**src/rtl/tiny_cpu_pkg.sv**
```systemverilog
// Shared opcode constants and FSM state encoding for the tiny multicycle CPU.
package tiny_cpu_pkg;

  localparam logic [3:0] OP_NOP = 4'b0000;
  localparam logic [3:0] OP_LDI = 4'b0001;
  localparam logic [3:0] OP_MOV = 4'b0010;
  localparam logic [3:0] OP_ADD = 4'b0011;
  localparam logic [3:0] OP_SUB = 4'b0100;
  localparam logic [3:0] OP_AND = 4'b0101;
  localparam logic [3:0] OP_OR  = 4'b0110;
  localparam logic [3:0] OP_XOR = 4'b0111;
  localparam logic [3:0] OP_SHL = 4'b1000;
  localparam logic [3:0] OP_SHR = 4'b1001;
  localparam logic [3:0] OP_OUT = 4'b1010;

  typedef enum logic [1:0] {
    S_IDLE   = 2'd0,
    S_DECODE = 2'd1,
    S_EXEC   = 2'd2,
    S_WB     = 2'd3
  } state_t;

endpackage

```
**src/rtl/tiny_alu.sv**
```systemverilog
// Combinational ALU: result, carry/borrow and zero for the arithmetic/logic opcodes.
module tiny_alu
  import tiny_cpu_pkg::*;
#(
  parameter int DATA_W = 8
) (
  input  logic [3:0]        op,
  input  logic [DATA_W-1:0] a,
  input  logic [DATA_W-1:0] b,
  output logic [DATA_W-1:0] y,
  output logic              c,
  output logic              z
);

  // Compute the result and carry; the extra top bit of the sum/difference is carry/borrow
  always_comb begin
    y = '0;
    c = 1'b0;
    case (op)
      OP_ADD: {c, y} = {1'b0, a} + {1'b0, b};
      OP_SUB: {c, y} = {1'b0, a} - {1'b0, b};
      OP_AND: y = a & b;
      OP_OR:  y = a | b;
      OP_XOR: y = a ^ b;
      OP_SHL: begin
        y = {a[DATA_W-2:0], 1'b0};
        c = a[DATA_W-1];
      end
      OP_SHR: begin
        y = {1'b0, a[DATA_W-1:1]};
        c = a[0];
      end
      default: begin
        y = '0;
        c = 1'b0;
      end
    endcase
  end

  assign z = (y == '0);

endmodule

```
**src/rtl/tiny_cpu_mc.sv**
```systemverilog
// Four-state multicycle CPU: IDLE -> DECODE -> EXEC -> WB, one instruction per four cycles.
module tiny_cpu_mc
  import tiny_cpu_pkg::*;
#(
  parameter int DATA_W = 8,
  parameter int NREG = 4,
  localparam int RA_W = $clog2(NREG),
  localparam int INSTR_W = 4 + 2 * RA_W
) (
  input  logic               clk,
  input  logic               rst,
  input  logic [INSTR_W-1:0] instr,
  input  logic               instr_valid,
  output logic               instr_ready,
  output logic [DATA_W-1:0]  res,
  output logic               res_valid,
  output logic               flag_z,
  output logic               flag_c,
  output logic               illegal
);

  state_t             state;
  logic [INSTR_W-1:0] ir;
  logic [DATA_W-1:0]  regs [NREG];
  logic [DATA_W-1:0]  op_a;
  logic [DATA_W-1:0]  op_b;
  logic [DATA_W-1:0]  imm;
  logic [DATA_W-1:0]  alu_y;
  logic               alu_c;
  logic               alu_z;
  logic [3:0]         op;
  logic [RA_W-1:0]    rd;
  logic [RA_W-1:0]    rs;

  assign op  = ir[INSTR_W-1 -: 4];
  assign rd  = ir[2*RA_W-1 -: RA_W];
  assign rs  = ir[RA_W-1:0];
  assign imm = DATA_W'(ir[2*RA_W-1:0]);

  assign instr_ready = (state == S_IDLE) && !rst;

  tiny_alu #(
    .DATA_W(DATA_W)
  ) u_alu (
    .op(op),
    .a (op_a),
    .b (op_b),
    .y (alu_y),
    .c (alu_c),
    .z (alu_z)
  );

  // Sequencer, register file and all registered outputs; reset aborts any instruction in flight
  always_ff @(posedge clk or posedge rst) begin
    if (rst) begin
      state     <= S_IDLE;
      ir        <= '0;
      op_a      <= '0;
      op_b      <= '0;
      res       <= '0;
      res_valid <= 1'b0;
      illegal   <= 1'b0;
      flag_z    <= 1'b0;
      flag_c    <= 1'b0;
      for (int i = 0; i < NREG; i++) regs[i] <= '0;
    end else begin
      res_valid <= 1'b0;
      illegal   <= 1'b0;
      case (state)
        S_IDLE: begin
          if (instr_valid) begin
            ir    <= instr;
            state <= S_DECODE;
          end
        end
        S_DECODE: state <= S_EXEC;
        S_EXEC: begin
          op_a  <= regs[rd];
          op_b  <= regs[rs];
          state <= S_WB;
        end
        S_WB: begin
          state <= S_IDLE;
          case (op)
            OP_NOP: ;
            OP_LDI: regs[0] <= imm;
            OP_MOV: regs[rd] <= op_b;
            OP_ADD, OP_SUB, OP_AND, OP_OR, OP_XOR, OP_SHL, OP_SHR: begin
              regs[rd] <= alu_y;
              flag_c   <= alu_c;
              flag_z   <= alu_z;
            end
            OP_OUT: begin
              res       <= op_b;
              res_valid <= 1'b1;
            end
            default: illegal <= 1'b1;
          endcase
        end
        default: state <= S_IDLE;
      endcase
    end
  end

endmodule

```
**config.mk**
```make
export PLATFORM = sky130hd
export DESIGN_NAME = tiny_cpu_mc
export DESIGN_NICKNAME = d
export VERILOG_FILES = /design/src/rtl/tiny_cpu_pkg.sv /design/src/rtl/tiny_alu.sv /design/src/rtl/tiny_cpu_mc.sv
export SDC_FILE = /design/constraint.sdc
export NUM_CORES = 1
export LEC_CHECK = 0
export ABC_AREA = 1
export CELL_PAD_IN_SITES_DETAIL_PLACEMENT = 0
export CELL_PAD_IN_SITES_GLOBAL_PLACEMENT = 1
export CORE_MARGIN = 10
export CORE_UTILIZATION = 40
export CTS_CLUSTER_DIAMETER = 200
export DETAILED_ROUTE_END_ITERATION = 6
export PLACE_DENSITY_LB_ADDON = 0.1
export SLEW_MARGIN = 20
export SYNTH_ARGS = -nofsm -noshare
export SYNTH_HDL_FRONTEND = slang
export SYNTH_SLANG_ARGS = --single-unit
```
**constraint.sdc**
```tcl
create_clock -name clk -period 2.9 [get_ports clk]
set_input_delay 0.725 -clock clk [delete_from_list [all_inputs] [get_ports clk]]
set_output_delay 0.725 -clock clk [all_outputs]
set_load 0.02 [all_outputs]
```
Word-level counts from Yosys, hierarchy flattened
Index checks and enable logic that the tools add are counted.
{"block": "word_totals", "register_bits": 70, "wordCells": 72}
{"block": "op_classes", "addsub": 2, "magnitude_cmp": 3, "eq_ne": 14, "n_mux": 20, "bitwise": 5, "n_reduce_logical": 15}
{"cell": "bitwise mux 32 bit", "count": 2}
{"cell": "case mux 8 bit (7 select lines)", "count": 1}
{"cell": "case mux 24 bit (2 select lines)", "count": 1}
{"cell": "two-way mux 8 bit", "count": 5}
{"cell": "binary-select mux 8 bit (select 2 bit)", "count": 2}
{"cell": "case mux 8 bit (3 select lines)", "count": 1}
{"cell": "demux 8 bit (select 2 bit)", "count": 1}
{"cell": "equality test 4 x 3 -> 1 bit, second input constant", "count": 4}
{"cell": "equality test 4 bit, second input constant", "count": 3}
{"cell": "OR reduction 11 bit", "count": 1}
{"cell": "AND reduction 2 bit", "count": 5}
{"cell": "adder 8 x 8 -> 9 bit", "count": 1}
{"cell": "subtractor 8 x 8 -> 9 bit", "count": 1}
{"cell": "bitwise AND 8 bit", "count": 1}
{"cell": "equality test 4 x 2 -> 1 bit, second input constant", "count": 2}
{"cell": "logical NOT 8 bit", "count": 1}
{"cell": "bitwise OR 8 bit", "count": 1}
{"cell": "case mux 2 bit (4 select lines)", "count": 1}
{"cell": "bitwise XOR 8 bit", "count": 1}
{"cell": "OR reduction 7 bit", "count": 1}
{"cell": ">= comparator 3 bit, second input constant", "count": 2}
{"cell": "NOT 2 -> 3 bit", "count": 2}
{"cell": "equality test 2 bit, second input constant", "count": 2}
{"cell": "equality test 4 x 1 -> 1 bit, second input constant", "count": 1}
{"cell": "other kinds (12)", "count": 16}

Depth between registers and ports, before layout
Gate-level depths: netlist of the first run.
{"block": "logic_depth", "depth_word": 7, "mapped_depth": 15}

Cells and area by module
A second synthesis of the first run with hierarchy kept.
{"block": "unflattened", "cells_unflattened": 735, "hier_area_um2": 5126.2}
{"module": "tiny_cpu_mc", "instances": 1, "cells_per_inst": 473, "area_each_um2": 3698.5, "seq_area_each_um2": 1751.7}
{"module": "tiny_alu", "instances": 1, "cells_per_inst": 262, "area_each_um2": 1427.6, "seq_area_each_um2": 0.0}

Worst setup path before layout of the first run
No wires, ideal clock.
{"block": "synth_path", "path_kind": "register -> register", "startpoint": "register op_a[0]", "endpoint": "register regs[14] (netlist name)", "setup_ps": 117, "t_arrival_ps": 1861, "required_time_ps": 2783, "path_slack_ps": 922, "stages_incl_launch_ff": 15, "path_buffers": 0, "path_cell_list": "dfrtp_1 -> inv_1 -> ha_1 -> fa_1 -> nand3b_1 -> nand2_1 -> a21oi_1 -> inv_1 -> nand2_1 -> nand2_1 -> nor2_1 -> nor2_1 -> nand2_1 -> nand2_1 -> nand2_1"}
{"block": "synth_via", "elab_chain_len": 4, "elab_cells_between_ends": 5}
{"element": "from (decl)", "line": "tiny_cpu_mc.sv:25", "source": "logic [DATA_W-1:0] op_a;"}
{"element": "from (signal assigned)", "line": "tiny_cpu_mc.sv:78", "source": "op_a <= regs[rd];"}
{"element": "subtractor 8 x 8 -> 9 bit or adder 8 x 8 -> 9 bit (tied branches)", "line": "tiny_alu.sv:21, tiny_alu.sv:20"}
{"element": "case mux 8 bit (7 select lines) *", "line": "tiny_alu.sv:19", "source": "case (op)"}
{"element": "bitwise mux 32 bit *", "line": "tiny_cpu_mc.sv:89", "source": "regs[rd] <= alu_y;"}
{"element": "case mux 24 bit (2 select lines) *", "line": "tiny_cpu_mc.sv:84", "source": "case (op)"}
{"element": "to (signal, indexed assignment)", "line": "tiny_cpu_mc.sv:87", "source": "OP_MOV: regs[rd] <= op_b;"}
{"element": "to (signal, indexed assignment)", "line": "tiny_cpu_mc.sv:89"}
{"element": "to (decl)", "line": "tiny_cpu_mc.sv:24", "source": "logic [DATA_W-1:0] regs [NREG];"}
Mark *: on every way between the ends. The rest lies on a longest branch, timed or not.
A chain may end at the register's enable or synchronous reset.

Final worst setup path of the first run
{"block": "layout_path", "startpoint": "input port rst", "endpoint": "output port instr_ready"}
{"block": "layout_via", "elab_chain_len": 2}
{"element": "from (decl)", "line": "tiny_cpu_mc.sv:11", "source": "input logic rst,"}
{"element": "logical NOT 1 bit (no line)"}
{"element": "logical AND 1 bit", "line": "tiny_cpu_mc.sv:40", "source": "assign instr_ready = (state == S_IDLE) && !rst;"}
{"element": "to (decl)", "line": "tiny_cpu_mc.sv:14", "source": "output logic instr_ready,"}
No other way between the ends.

==> metrics.cfg, run 1 <==
[outcome]
status = finished clean

[sta]
final-hold-violation-count = 0
worst_slew_pin_slew_ns = 0.656
setup_tns_ns = 0
finClkSkew_ns = 0.00689
fin_crit_sh = 0.900
grt_setup_unrepaired = false
fmax_mhz = 383
min_period_ns = 2.61
setup_ws_ns = 0.290
max_slew_margin = 0.561
setup_viol_count_final = 0
drv_slew = 0

[layout]
antenna_cells = 0
syn_to_final_growth_pct = 14.4
final_common_cell = nand2_1
drive_above_1_share = 0.0601
mostFrequentLayoutCells = 150 x nand2_1, 83 x o21ai_0, 79 x inv_1
final_area_mm2 = 0.00534
fin_util = 0.468
final_nets = 719
n_fill_cell = 1209

[global_route]
grt_max_degree = 45
grt_pass1_vias = 4136
grt_overflow = 0
grt_pass1_wl_um = 22400
antenna_found_initial = 0
gr-usage-all-layers = 0.169

[setup_path]
cp-start-kind = input pin
arrival_ns = 1.88
r2r_cells = 13
crit_fanout = 2
path_class = input pin to output port
reg2reg_setup_slack_ns = 0.29
cp.required_ns = 2.17
worstReg2RegEnd = regs[22]
cp-end-kind = output port
reg2reg_from = op_b[3]

[worst_hold_path]
whs_path_depth = 2
hold_start = regs[22]
min_to = regs[22]
hold_class = flop to flop

[detailed_routing]
firstDrtPassIters = 5
wl_um = 13700
drtIter0Drc = 416
antenna_left = 0
drc_errors = 0
drt-wirelength-per-cell_um = 16.6
num_vias = 4374
viasPerCell = 5.30

[floorplan]
core_mm2 = 0.0114
chipWidth_um = 128
io_pins = 24
die_area_mm2 = 0.0164
rows = 39
start_util = 0.409
die-height_um = 128

[power_and_ir_drop]
clock_power_share = 0.164
p_switching_mw = 3.11
p_leak_nw = 2.57
p_int_mw = 3.11
pwr-share-comb = 0.547
power_density_mw_per_mm2 = 1160
p_sw_frac = 0.499
max-vdd-ir-drop_mv = 0.473
seqPwrFrac = 0.289

[place]
gp_congestion = 0.873
dpl_cell_area_mm2 = 0.00507
hpwl_um = 10700
io_buffers = 23
dp_slack_ns = 0.290

[synthesis]
syn_nets = 693
synth_top_family_by_area = simple AND/OR/NAND/NOR gates
synth-seq-cells = 70
synthAdderAreaFrac = 0.0836
syn_area_per_cell_um2 = 7.16
synthXorXnorAreaFrac = 0
syn_area_mm2 = 0.00467
yosysWarnings = 0
synthMuxAreaShare = 0
synth-simple-area-share = 0.270
yosysSeqAreaShare = 0.375
synth_compound_area_frac = 0.187
synth_cell_type_count = 40
synthCells = 652

[clocking]
post_cts_resized = 0
cts-buffers-inserted = 9
cts_max_level = 3
clk-insertion-delay-late_ns = 0.33
clock_sinks = 70
clockBufferDepth = 2
hold_buffers = 0
cts_setup_buffers = 0
cts-root-buf = clkbuf_16
clk_pin_slew_ns = 0.06
cts_tree = built

[job]
cap_violations = 0

-- critical path, cell delays in order --
cell and delay (ns):
clkdlybuf4s50_1 0.44, nor2_1 0.11, clkdlybuf4s50_1 0.61
-- synthesized netlist by cell type --
cell	number	share of area
buf_6	1	0.0024
buf_2	4	0.0043
nand4_1	3	0.0040
nor2_8	1	0.0043
a21oi_1	45	0.048
a31oi_1	5	0.0067
nand2_8	1	0.0043
nor3_1	2	0.0021
inv_4	1	0.0013
nor2_1	77	0.062
a22oi_1	6	0.0096
ha_1	28	0.075
inv_1	80	0.064
o21bai_1	2	0.0032
nand2_4	2	0.0048
a211oi_1	1	0.0016
o2111ai_1	3	0.0056
o221ai_1	1	0.0019
o211ai_1	2	0.0032
nand3_2	1	0.0021
nand2_2	3	0.0040
nand3_1	39	0.042
clkinv_1	1	0.00080
nand2_1	150	0.12
fa_1	2	0.0086
nor2_2	2	0.0027
o22ai_1	5	0.0067
nand3b_1	1	0.0016
a21boi_1	1	0.0016
o311ai_0	1	0.0019
o21ai_1	7	0.0075
clkbuf_1	10	0.0080
o21ai_0	83	0.089
nor2_4	3	0.0072
dfrtp_1	70	0.38
or2_2	1	0.0013
and2_1	1	0.0013
inv_2	4	0.0032
nor3_2	1	0.0021
nor3_4	1	0.0035
-- per-layer routing --
layer	track usage	wire length, um
met1	0.228	6420
met2	0.275	6650
met3	0.0178	457
met4	0.0563	183
met5	0	0
-- layout make-up --
cell class | count | area, um2 | share of cell area
repair buffers | 30 | 295 | 0.0553
inverters | 86 | 325 | 0.0609
flip-flops and latches | 70 | 1750 | 0.328
clock buffers | 14 | 264 | 0.0494
well taps | 143 | 179 | 0.0335
multi-input cells | 481 | 2520 | 0.472
clock inverters | 1 | 5.00 | 0.000937
-- sequential cells by signal, summed over array words and instances (netlist names) --
signal and count:
ir 8, flag_z 1, op_a 8, flag_c 1, regs 32, illegal 1, res_valid 1, op_b 8
state 2, res 8
-- cell families after synthesis --
family          Yosys count
compound gates          162
flops                    70
buf+inv                 101
simple gates            289
fa+ha+maj                30
-- power by group through the flow --
stage                     combinational [mW]  sequential [mW]  clock [mW]
final                                   3.41             1.80        1.02
after floorplan                         2.33             1.76           0
after global routing                    3.84             1.85        1.08
after detailed placement                3.38             1.80           0
after CTS                               3.40             1.79        1.04
after global placement                  3.37             1.78           0
-- worst max-delay path by stage --
stage / start / end / slack [ns] / cells past startpoint
after detailed placement: rst / instr_ready / 0.29 / 3
final: rst / instr_ready / 0.29 / 3
after floorplan: rst / flag_c / 0.41 / 1
after global routing: op_b[3] / regs[14] / 0.11 / 13
after CTS: rst / instr_ready / 0.29 / 3
after global placement: rst / instr_ready / 0.29 / 3
-- metrics by stage --
step / total power [mW] / hold slack [ns] / instances
after floorplan: 4.09 / 0.449 / 652
after global placement: 5.15 / 0.468 / 810
after detailed placement: 5.19 / 0.466 / 810
after global routing: 6.77 / 0.508 / 825
after CTS: 6.23 / 0.482 / 825
final: 6.22 / 0.481 / 825
No activity file was read; power rests on OpenSTA's default activity.
==> run 2: changes to the inputs <==
--- a/config.mk
+++ b/config.mk
@@ -12,6 +12,7 @@
 export CORE_UTILIZATION = 40
 export CTS_CLUSTER_DIAMETER = 200
 export DETAILED_ROUTE_END_ITERATION = 6
+export HOLD_SLACK_MARGIN = 0.08
 export PLACE_DENSITY_LB_ADDON = 0.1
 export SLEW_MARGIN = 20
 export SYNTH_ARGS = -nofsm -noshare
==> constraint.sdc (replaced) <==
create_clock -name clk -period 2.9 [get_ports clk]
set_input_delay 0.87 -clock clk [delete_from_list [all_inputs] [get_ports clk]]
set_output_delay 0.87 -clock clk [all_outputs]
set_load 0.02 [all_outputs]
==> run 2 against run 1 <==
Count of clock-buffer cells in the layout fell by 4. Combinational power barely moved. Wire length fell by 2.1%. Critical endpoint unchanged.
==> metrics.cfg, run 2 (synthesized netlist as in run 1, its figures left out) <==
[layout]
instances_no_fill = 826  ; +0.12%
multi_input_comb_area_mm2 = 0.00252  ; unchanged
final-seq-area_mm2 = 0.00175  ; unchanged
final_common_cell = nand2_1
syn_to_final_growth_pct = 15.0
largest_reg_flops = 32  ; unchanged
drive_above_1_share = 0.0659  ; +0.00577
n_fill_cell = 1179  ; -2.5%
antenna_cells = 0  ; unchanged
final_nets = 720  ; +0.14%
regMostFlops = regs
mostFrequentLayoutCells = 150 x nand2_1, 83 x o21ai_0, 79 x inv_1

[global_route]
use_met1 = 0.231  ; +0.00323
grt_util_met3 = 0.0269  ; +0.00910
grt_pass1_wl_um = 22000  ; -1.7%
grt.busiest_layer = met2
use_met2 = 0.259  ; -0.0159
gr-usage-all-layers = 0.167  ; -0.00202
grt_overflow = 0  ; unchanged
grt_max_degree = 71  ; +58%
grt_pass1_vias = 4032  ; -2.5%
antenna_found_initial = 0  ; unchanged

[sta]
worst_slew_pin_slew_ns = 0.578  ; -0.0778 ns
fmax_mhz = 383  ; -0.14%
final-hold-violation-count = 0  ; unchanged
min_period_ns = 2.61  ; +0.00355 ns
grt_setup_unrepaired = false
drv_slew = 0  ; unchanged
setup_viol_count_final = 0  ; unchanged
finClkSkew_ns = 0.00494  ; -0.00196 ns
fin_crit_sh = 0.901  ; +0.00122
max_slew_margin = 0.613  ; +0.0521
setup_tns_ns = 0  ; unchanged

[floorplan]
core_mm2 = 0.0114  ; unchanged
die_area_mm2 = 0.0164  ; unchanged
chipWidth_um = 128  ; unchanged
io_pins = 24  ; unchanged
die-height_um = 128  ; unchanged
rows = 39  ; unchanged
start_util = 0.409  ; unchanged

[power_and_ir_drop]
p_sw_frac = 0.495  ; -0.00460
clock_power_share = 0.172  ; +0.008
fin_total_pwr_mw = 6.29  ; +1.1%
power_density_mw_per_mm2 = 1170  ; +0.62%
p_int_mw = 3.18  ; +2.0%
p_switching_mw = 3.11  ; +0.18%
p_leak_nw = 2.60  ; +0.94%
seqPwrFrac = 0.283  ; -0.006
pwr-share-comb = 0.545  ; -0.002
max-vdd-ir-drop_mv = 0.476  ; +0.70%

[setup_path]
path_class = input pin to output port
worstReg2RegEnd = regs[5]
arrival_ns = 1.74  ; -0.14 ns
cp-end-kind = output port
cp-start-kind = input pin
reg2reg_setup_slack_ns = 0.30  ; about the same
crit_fanout = 2  ; unchanged
reg2reg_from = op_b[2]
cp.required_ns = 2.03  ; -0.14 ns
r2r_cells = 11  ; -2

[clocking]
clockBufferDepth = 2  ; unchanged
cts_tree = built
clk-insertion-delay-late_ns = 0.33  ; about the same
cts_max_level = 3  ; unchanged
cts-root-buf = clkbuf_16
hold_buffers = 0  ; unchanged
cts_setup_buffers = 0  ; unchanged
clock_sinks = 70  ; unchanged
post_cts_resized = 1  ; +1
cts-buffers-inserted = 9  ; unchanged
clk_pin_slew_ns = 0.06  ; about the same

[detailed_routing]
antenna_left = 0  ; unchanged
num_vias = 4366  ; -0.18%
viasPerCell = 5.29  ; -0.30%
drt-wirelength-per-cell_um = 16.3  ; -2.2%
drtIter0Drc = 457  ; +9.9%
firstDrtPassIters = 5  ; unchanged
drc_errors = 0  ; unchanged
wl_um = 13400  ; -2.1%

[worst_hold_path]
hold_class = flop to flop
min_to = flag_c
whs_path_depth = 2  ; unchanged
hold_start = flag_c

[place]
hpwl_um = 10500  ; -2.4%
gp_congestion = 0.912  ; +4.5%
place_inst = 811  ; +0.12%
io_buffers = 23  ; unchanged

[job]
cap_violations = 0  ; unchanged

[outcome]
status = finished clean

[run 2: worst max-delay path by stage]
stage	from	to	slack (ns)	depth (start not counted)
after CTS	rst	instr_ready	0.27	3
after global placement	rst	instr_ready	0.02	3
after global routing	op_b[2]	regs[5]	0.05	11
after detailed placement	rst	instr_ready	-0.02	3
after floorplan	rst	flag_c	0.26	1
final	rst	instr_ready	0.29	3
[run 2: cell type report]
type,instances,area share
multi-input cells,481,0.470
flip-flops and latches,70,0.326
inverters,86,0.0606
repair buffers,31,0.0562
clock buffers,10,0.0445
well taps,143,0.0333
clock inverters,5,0.00932
[run 2: metrics by stage]
stage	utilization	hold WS, ns	setup WS (ns)	cell area [um2]
6_report	0.470	0.486	0.287	5370
4_1_cts	0.470	0.489	0.266	5370
3_3_place_gp	0.445	0.467	0.0222	5080
3_5_place_dp	0.445	0.471	-0.0194	5080
2_1_floorplan	-	0.449	0.262	4670
5_1_grt	0.470	0.517	0.0505	5370
[run 2: worst max-delay path, stage by stage]
cell and delay, ns:
clkdlybuf4s50_1 0.41, nor2_1 0.11, dlygate4sd2_1 0.35
[run 2: power by group through the flow]
stage | Clock (mW) | Sequential [mW] | Combinational (mW)
2_1_floorplan | 0 | 1.76 | 2.33
3_3_place_gp | 0 | 1.78 | 3.37
3_5_place_dp | 0 | 1.79 | 3.40
4_1_cts | 1.10 | 1.78 | 3.40
5_1_grt | 1.15 | 1.85 | 3.87
6_report | 1.08 | 1.78 | 3.43
[run 2: layer usage]
layer | vias to the layer above | part of all wire | routed length, um
met1 | 2056 | 0.48 | 6430
met2 | 108 | 0.47 | 6260
met3 | 18 | 0.038 | 514
met5 | - | 0 | 0
met4 | 0 | 0.017 | 229
li1 | 2184 | - | -
